### src/rtl/clkphase_ctrl_if.sv
// Request channel into the phase controller: absolute target phase with valid/ready.
interface clkphase_ctrl_if;
  logic [5:0] set_phase;
  logic       set_valid;
  logic       set_ready;

  modport master (output set_phase, output set_valid, input  set_ready);
  modport slave  (input  set_phase, input  set_valid, output set_ready);
endinterface

### src/rtl/clkphase_ctrl.sv
// Phase controller feeding the DTB clock generator's shift input; tracks absolute phase mod 64.
// Optional post-shift settle window enabled by defining CLKPHASE_SETTLE_EN.
module clkphase_ctrl #(
  parameter int unsigned SETTLE_CYCLES = 16
) (
  input  logic               clk_i,
  input  logic               rst_ni,
  input  logic [5:0]         clkdiv_i,
  clkphase_ctrl_if.slave     req_if,
  output logic               shift_o,
  output logic               busy_o,
  output logic               done_o,
  output logic [5:0]         cur_phase_o
);

  // One counter serves both the shift run (max 63) and the settle window.
  localparam int unsigned CNT_W = (SETTLE_CYCLES > 63) ? 8 : 6;

  localparam logic [1:0] ST_IDLE   = 2'd0;
  localparam logic [1:0] ST_SHIFT  = 2'd1;
  localparam logic [1:0] ST_FINISH = 2'd2;
`ifdef CLKPHASE_SETTLE_EN
  localparam logic [1:0]       ST_SETTLE = 2'd3;
  localparam logic [1:0]       ST_POST   = ST_SETTLE;
  localparam logic [CNT_W-1:0] POST_LD   = CNT_W'(SETTLE_CYCLES);
`else
  localparam logic [1:0]       ST_POST   = ST_FINISH;
  localparam logic [CNT_W-1:0] POST_LD   = '0;
`endif

  logic [1:0]       state_q, state_d;
  logic [CNT_W-1:0] cnt_q, cnt_d;
  logic [5:0]       cur_phase_q, cur_phase_d;
  logic             shift_q, busy_q, done_q, ready_q;

  logic [2:0]       k;
  logic [6:0]       mask_w;
  logic [5:0]       mask;
  logic [5:0]       steps;
  logic             accept;
  logic             unused_clkdiv;

  assign unused_clkdiv = ^clkdiv_i[5:3];

  // k = 5 covers the full 6-bit range; the wider intermediate avoids 2<<5 overflowing.
  assign k      = (clkdiv_i[2:0] > 3'd5) ? 3'd5 : clkdiv_i[2:0];
  assign mask_w = (7'd2 << k) - 7'd1;
  assign mask   = mask_w[5:0];
  assign steps  = (req_if.set_phase - cur_phase_q) & mask;
  assign accept = req_if.set_valid & ready_q;

  always_comb begin
    state_d     = state_q;
    cnt_d       = cnt_q;
    cur_phase_d = cur_phase_q;
    case (state_q)
      ST_IDLE: begin
        if (accept) begin
          if (steps != 6'd0) begin
            state_d = ST_SHIFT;
            cnt_d   = CNT_W'(steps);
          end else begin
            state_d = ST_POST;
            cnt_d   = POST_LD;
          end
        end
      end
      ST_SHIFT: begin
        cur_phase_d = cur_phase_q + 6'd1;
        cnt_d       = cnt_q - CNT_W'(1);
        if (cnt_q == CNT_W'(1)) begin
          state_d = ST_POST;
          cnt_d   = POST_LD;
        end
      end
`ifdef CLKPHASE_SETTLE_EN
      ST_SETTLE: begin
        cnt_d = cnt_q - CNT_W'(1);
        if (cnt_q == CNT_W'(1)) state_d = ST_FINISH;
      end
`endif
      ST_FINISH: state_d = ST_IDLE;
      default:   state_d = ST_IDLE;
    endcase
  end

  // Outputs are decoded from the next state so each one is a flop aligned with the state.
  always_ff @(posedge clk_i or negedge rst_ni) begin
    if (!rst_ni) begin
      state_q     <= ST_IDLE;
      cnt_q       <= '0;
      cur_phase_q <= 6'd0;
      shift_q     <= 1'b0;
      busy_q      <= 1'b0;
      done_q      <= 1'b0;
      ready_q     <= 1'b1;
    end else begin
      state_q     <= state_d;
      cnt_q       <= cnt_d;
      cur_phase_q <= cur_phase_d;
      shift_q     <= (state_d == ST_SHIFT);
      busy_q      <= (state_d != ST_IDLE);
      done_q      <= (state_d == ST_FINISH);
      ready_q     <= (state_d == ST_IDLE);
    end
  end

  assign req_if.set_ready = ready_q;
  assign shift_o          = shift_q;
  assign busy_o           = busy_q;
  assign done_o           = done_q;
  assign cur_phase_o      = cur_phase_q;

endmodule

### src/flat_wrapper.sv
// flat-port wrapper written by rule: the top's interface ports become plain ports
module clkphase_ctrl_flat 
#(
  parameter int unsigned SETTLE_CYCLES = 16
)
  (clk_i, rst_ni, clkdiv_i, shift_o, busy_o, done_o, cur_phase_o, req_if_set_phase, req_if_set_valid, req_if_set_ready);
  clkphase_ctrl_if req_if_i ();
  input  logic clk_i;
  input  logic rst_ni;
  input  logic [5:0] clkdiv_i;
  output logic shift_o;
  output logic busy_o;
  output logic done_o;
  output logic [5:0] cur_phase_o;
  input wire logic [$bits(req_if_i.set_phase)-1:0] req_if_set_phase;
  input wire logic [$bits(req_if_i.set_valid)-1:0] req_if_set_valid;
  output wire logic [$bits(req_if_i.set_ready)-1:0] req_if_set_ready;
  assign req_if_i.set_phase = req_if_set_phase;
  assign req_if_i.set_valid = req_if_set_valid;
  assign req_if_set_ready = req_if_i.set_ready;
  clkphase_ctrl #(.SETTLE_CYCLES(SETTLE_CYCLES)) u_core (.clk_i(clk_i), .rst_ni(rst_ni), .clkdiv_i(clkdiv_i), .req_if(req_if_i), .shift_o(shift_o), .busy_o(busy_o), .done_o(done_o), .cur_phase_o(cur_phase_o));
endmodule
### config.mk
export PLATFORM = sky130hd
export DESIGN_NAME = clkphase_ctrl_flat
export DESIGN_NICKNAME = d
export VERILOG_FILES = /design/src/rtl/clkphase_ctrl_if.sv /design/src/rtl/clkphase_ctrl.sv /design/src/flat_wrapper.sv
export SDC_FILE = /design/constraint.sdc
export NUM_CORES = 1
export LEC_CHECK = 0
export ABC_AREA = 1
export CAP_MARGIN = 30
export CORE_MARGIN = 1.5
export CORE_UTILIZATION = 30
export CTS_CLUSTER_SIZE = 28
export DETAILED_ROUTE_END_ITERATION = 10
export GPL_TIMING_DRIVEN = 0
export MAX_ROUTING_LAYER = met4
export PLACE_DENSITY = 0.49
export SLEW_MARGIN = 10
export SYNTH_ARGS = -nofsm -noshare
export SYNTH_HDL_FRONTEND = slang
export SYNTH_SLANG_ARGS = --single-unit
### constraint.sdc
create_clock -name clk_i -period 5.6 [get_ports clk_i]
set_clock_uncertainty 0.1 [all_clocks]
set_input_delay 1.12 -clock clk_i [delete_from_list [all_inputs] [get_ports clk_i]]
set_output_delay 1.12 -clock clk_i [all_outputs]
set_load 0.05 [all_outputs]
# Word level (Yosys, flattened, before mapping)
# Index checks and enable logic that the tools add are counted.
dict set report word_totals {
  reg_bits 18
  in_bits 15
  output_inout_bits 10
  elab_cells 35
}
dict set report classes {
  n_addsub 4
  magnitude_cmp 1
  n_eq_ne 5
  shift 1
  mux 9
  n_bitwise 2
  n_reduce_logical 6
}
# cell n
set ops {}
lappend ops {{$mux W6} 3}
lappend ops {{$pmux W6 S2} 1}
lappend ops {{$sub A6 B1 Y6 const B} 2}
lappend ops {{$add A6 B1 Y6 const B} 1}
lappend ops {{$and A6 B6 Y6} 1}
lappend ops {{$eq A6 B1 Y1 const B} 1}
lappend ops {{$mux W2} 3}
lappend ops {{$reduce_bool A6 Y1} 1}
lappend ops {{$shl A2 B3 Y6 const A} 1}
lappend ops {{$sub A6 B6 Y6} 1}
lappend ops {{$eq A2 B1 Y1 const B} 2}
lappend ops {{$logic_not A2 Y1} 2}
lappend ops {{$pmux W2 S2} 1}
lappend ops {{$reduce_bool A2 Y1} 2}
lappend ops {{$gt A3 B3 Y1 const B} 1}
lappend ops {{$mux W3} 1}
lappend ops {{$eq A2 B2 Y1 const B} 1}
lappend ops {{$ne A2 B1 Y1 const B} 1}
lappend ops {{$reduce_and A2 Y1} 1}
lappend ops {{$and A1 B1 Y1} 1}

# Depth between registers and ports, before layout
dict set report depth {
  ltp_word 10
  ltp_mapped 13
}

# Worst setup path before layout
# No wires, ideal clock.
dict set report synth_path {
  path_type {input -> register}
  from {in req_if_set_phase[0]}
  to {reg u_core.shift_q, in the netlist u_core.shift_o}
  setup_time_ps 119
  arrival_time_ps 2329
  required_time_ps 5381
  setup_slack_ps 3052
  cell_stages 12
  cell_sequence {inv_1 > ha_1 > inv_1 > fa_1 > nand2_1 > nand2_1 > nor2_1 > nand2_1 > nor2_2 > nand2_2 > nand2_2 > nand2_1}
}
dict set report synth_via {
  elab_chain_len 7
}
# item line_no
set synth_rtl {}
lappend synth_rtl {{start: declaration} flat_wrapper.sv:15} ;# input wire logic [$bits(req_if_i.set_phase)-1:0] req_if_set_phase;
lappend synth_rtl {{$sub A6 B6 Y6} clkphase_ctrl.sv:49} ;# assign steps = (req_if.set_phase - cur_phase_q) & mask;
lappend synth_rtl {{$and A6 B6 Y6} clkphase_ctrl.sv:49}
lappend synth_rtl {{$reduce_bool A6 Y1} clkphase_ctrl.sv:59} ;# if (steps != 6'd0) begin
lappend synth_rtl {{$mux W2} clkphase_ctrl.sv:59}
lappend synth_rtl {{$mux W2} clkphase_ctrl.sv:58} ;# if (accept) begin
lappend synth_rtl {{$pmux W2 S2} clkphase_ctrl.sv:56} ;# case (state_q)
lappend synth_rtl {{$eq A2 B1 Y1} clkphase_ctrl.sv:101} ;# shift_q <= (state_d == ST_SHIFT);
lappend synth_rtl {{end signal: assignment} clkphase_ctrl.sv:101}
lappend synth_rtl {{end: declaration} clkphase_ctrl.sv:34} ;# logic shift_q, busy_q, done_q, ready_q;
# Every way passes these cells.
# A chain may end at the register's enable or synchronous reset.

# Worst setup path after layout
# Ends and elaborated chain as after synthesis.

==> results.toml <==
[flow_run]
cap_violations = 0

[clocking]
postCtsSetupBuffers = 0
postCtsHoldBufs = 0
cts_buffers = 3
cts_tree = "yes"
clk_latency_ps = 250
post_cts_resized = 0
cts.clk_slew.worst_paths_ps = 70
cts-root-buf = "clkbuf_8"
htree_levels = 1
cts.sinks = 18
clockBufferDepth = 2

[power_and_ir_drop]
p_leak_nw = 0.722
cell_internal_pwr_mw = 0.478
vdd_ir_drop_max_mv = 0.131
p_comb_frac = 0.630
seqPwrFrac = 0.262
finalPower_mw = 0.959
switchingPower_mw = 0.481
powerDensity_nw_per_um2 = 624
pwr-share-clk = 0.108
p_sw_frac = 0.501

[synth]
synth_seq_area_share = 0.373
syn_inst = 151
synth_area_leaders = "dfrtp_1, nand2_1, ha_1"
synth_top_area_frac = 0.351
syn_nets = 175
synth_top_cell_by_area = "dfrtp_1"
synth.avg_cell_area_um2 = 8.03
synthFlopType = "dfrtp_1"
synth_edf_count = 0
synth.distinct_cells = 29
synthArstFlopShare = 1.00
synthesis.area_um2 = 1210
ys_ff_latch = 18
yosysWarnings = 0

[detailed_routing]
wirelength_um = 2360
via_per_inst = 4.49
wire_per_inst_um = 10.6
drcViolationCount = 0
vias = 1006
ant_nets = 0
drtPass1Iterations = 4
drt_iter0_drc = 53

[floorplan]
die_w_um = 66.6
rows = 22
start_util = 0.321
ios = 25
core_um2 = 3770
dieHeight_um = 66.6
die_area_um2 = 4430

[critical_path]
worstSetupPathType = "input pin to flop"
startpoint = "req_if_set_phase[0]"
cp-end-kind = "flop"
critPathRequiredTime_ps = 5640
crit_fanout = 3
r2r-start = "u_core.cur_phase_o[0]"
cp-start-kind = "input pin"
worst_ep_arrival_time_ps = 2900

[timing]
drv_slew = 0
postLayoutSetupSlackWorst_ps = 2740
post-route-period-util = 0.511
relSlewSlack = 0.445
final-hold-violation-count = 0
setup_viol = 0
tightest_slew_ps = 831
max_freq_ghz = 0.349
fin_setup_tns_ps = 0
period_minus_slack_ps = 2860
grt_setup_unrepaired = "false"

[layout]
layout_common_cells = "nand2_1, clkdlybuf4s50_1, inv_1, dfrtp_1, nor2_1"
areaGrowthSynthToFinish_pct = 26.8
n_fill_cell = 382
diodes = 0
final_cell_area_um2 = 1540
final_common_cell = "nand2_1"
fin_nets = 201
layout-drive-gt1-share = 0.165

[placement]
dpl_worst_slack_ps = 2450
place_congestion = 0.770
numPortBuffers = 21
placed_cell_area_um2 = 1480
dp_hpwl_um = 1980

[global_route]
overflow = 0
grt_pass1_vias = 974
grt_max_degree = 19
grt_pass1_wl_um = 4240
grt.total_usage = 0.130
antenna_found_initial = 0

[worst_hold_path]
min_path_type = "flop to flop"
hold_start = "u_core.cur_phase_o[5]"

[status]
status = "finished, final reports clean"
synthesized netlist by cell type, types with 2 or more instances:
cell     count
ha_1         8
nand2_1     27
o21ai_0      4
nor2_2       3
nor3_2       2
a21oi_2      2
nor2_1      16
nand3_1     13
inv_1       18
xnor2_1      2
nand2_2      5
xor2_1       6
a21oi_1      4
or2_2        2
o21ai_1      2
inv_2        6
nand4_1      2
nand2_4      2
dfrtp_1     17
worst max-delay path: stages:
cell and delay [ps]:
clkdlybuf4s50_1 450, inv_1 40, ha_1 180, inv_1 100
fa_1 420, nand2_1 100, nand2_1 50, nor2_1 90
nand2_1 80, nor2_2 120, nand2_2 60, nand2_2 60
nand2_1 50
through the flow:
stage,hold slack [ps],util,instances
2_1_floorplan,416,-,151
3_3_place_gp,413,0.393,220
3_5_place_dp,423,0.393,220
4_1_cts,433,0.408,224
5_1_grt,454,0.408,224
6_report,419,0.408,224
metal layers:
| layer | vias up | track usage | share of wire |
|---|---|---|---|
| met1 | 452 | 0.167 | 0.49 |
| li1 | 531 | - | - |
| met3 | 2 | 0.0203 | 0.035 |
| met5 | - | - | 0 |
| met2 | 21 | 0.208 | 0.46 |
| met4 | 0 | 0.0459 | 0.014 |
sequential cells by signal, summed over array words and instances, names as in the netlist:
register	flops
u_core.busy_o	1
u_core.cur_phase_o	6
u_core.cnt_q	6
u_core.req_if.set_ready	1
u_core.shift_o	1
u_core.state_q	2
u_core.done_o	1
power groups by stage:
stage | combinational, mW | sequential (mW) | clock, mW
after global placement | 0.605 | 0.251 | 0
after global routing | 0.675 | 0.261 | 0.115
final | 0.604 | 0.251 | 0.104
after detailed placement | 0.612 | 0.254 | 0
after CTS | 0.613 | 0.252 | 0.107
after floorplan | 0.347 | 0.360 | 0
cell families after synthesis:
family,count (synthesis),synth area share
AND/OR/NAND/NOR,77,0.326
flip-flops,18,0.373
buffers and inverters,25,0.0774
adder cells (fa/ha/maj),9,0.0991
XOR/XNOR,8,0.0578
AO/OA/AOI/OAI,14,0.0671
worst paths after layout:
check,endpoint,slack [ps],cells past startpoint
min in group asynchronous,u_core.cnt_q[1],1250,1
max in group asynchronous,u_core.state_q[1],3640,1
max,u_core.shift_o,2740,13
max reg2reg,u_core.shift_o,3620,11
min,u_core.cur_phase_o[5],420,1
min reg2reg,u_core.cur_phase_o[5],420,1
final cells by class:
| cell class | count | area (um^2) | share of cell area |
|---|---|---|---|
| Clock buffer | 4 | 55.1 | 0.0358 |
| Tap cell | 48 | 60.1 | 0.0391 |
| Inverter | 25 | 93.8 | 0.0610 |
| Sequential cell | 18 | 452 | 0.294 |
| Timing Repair Buffer | 21 | 210 | 0.137 |
| Multi-Input combinational cell | 108 | 667 | 0.434 |
Note: power is estimated with default switching activity, not from simulation.
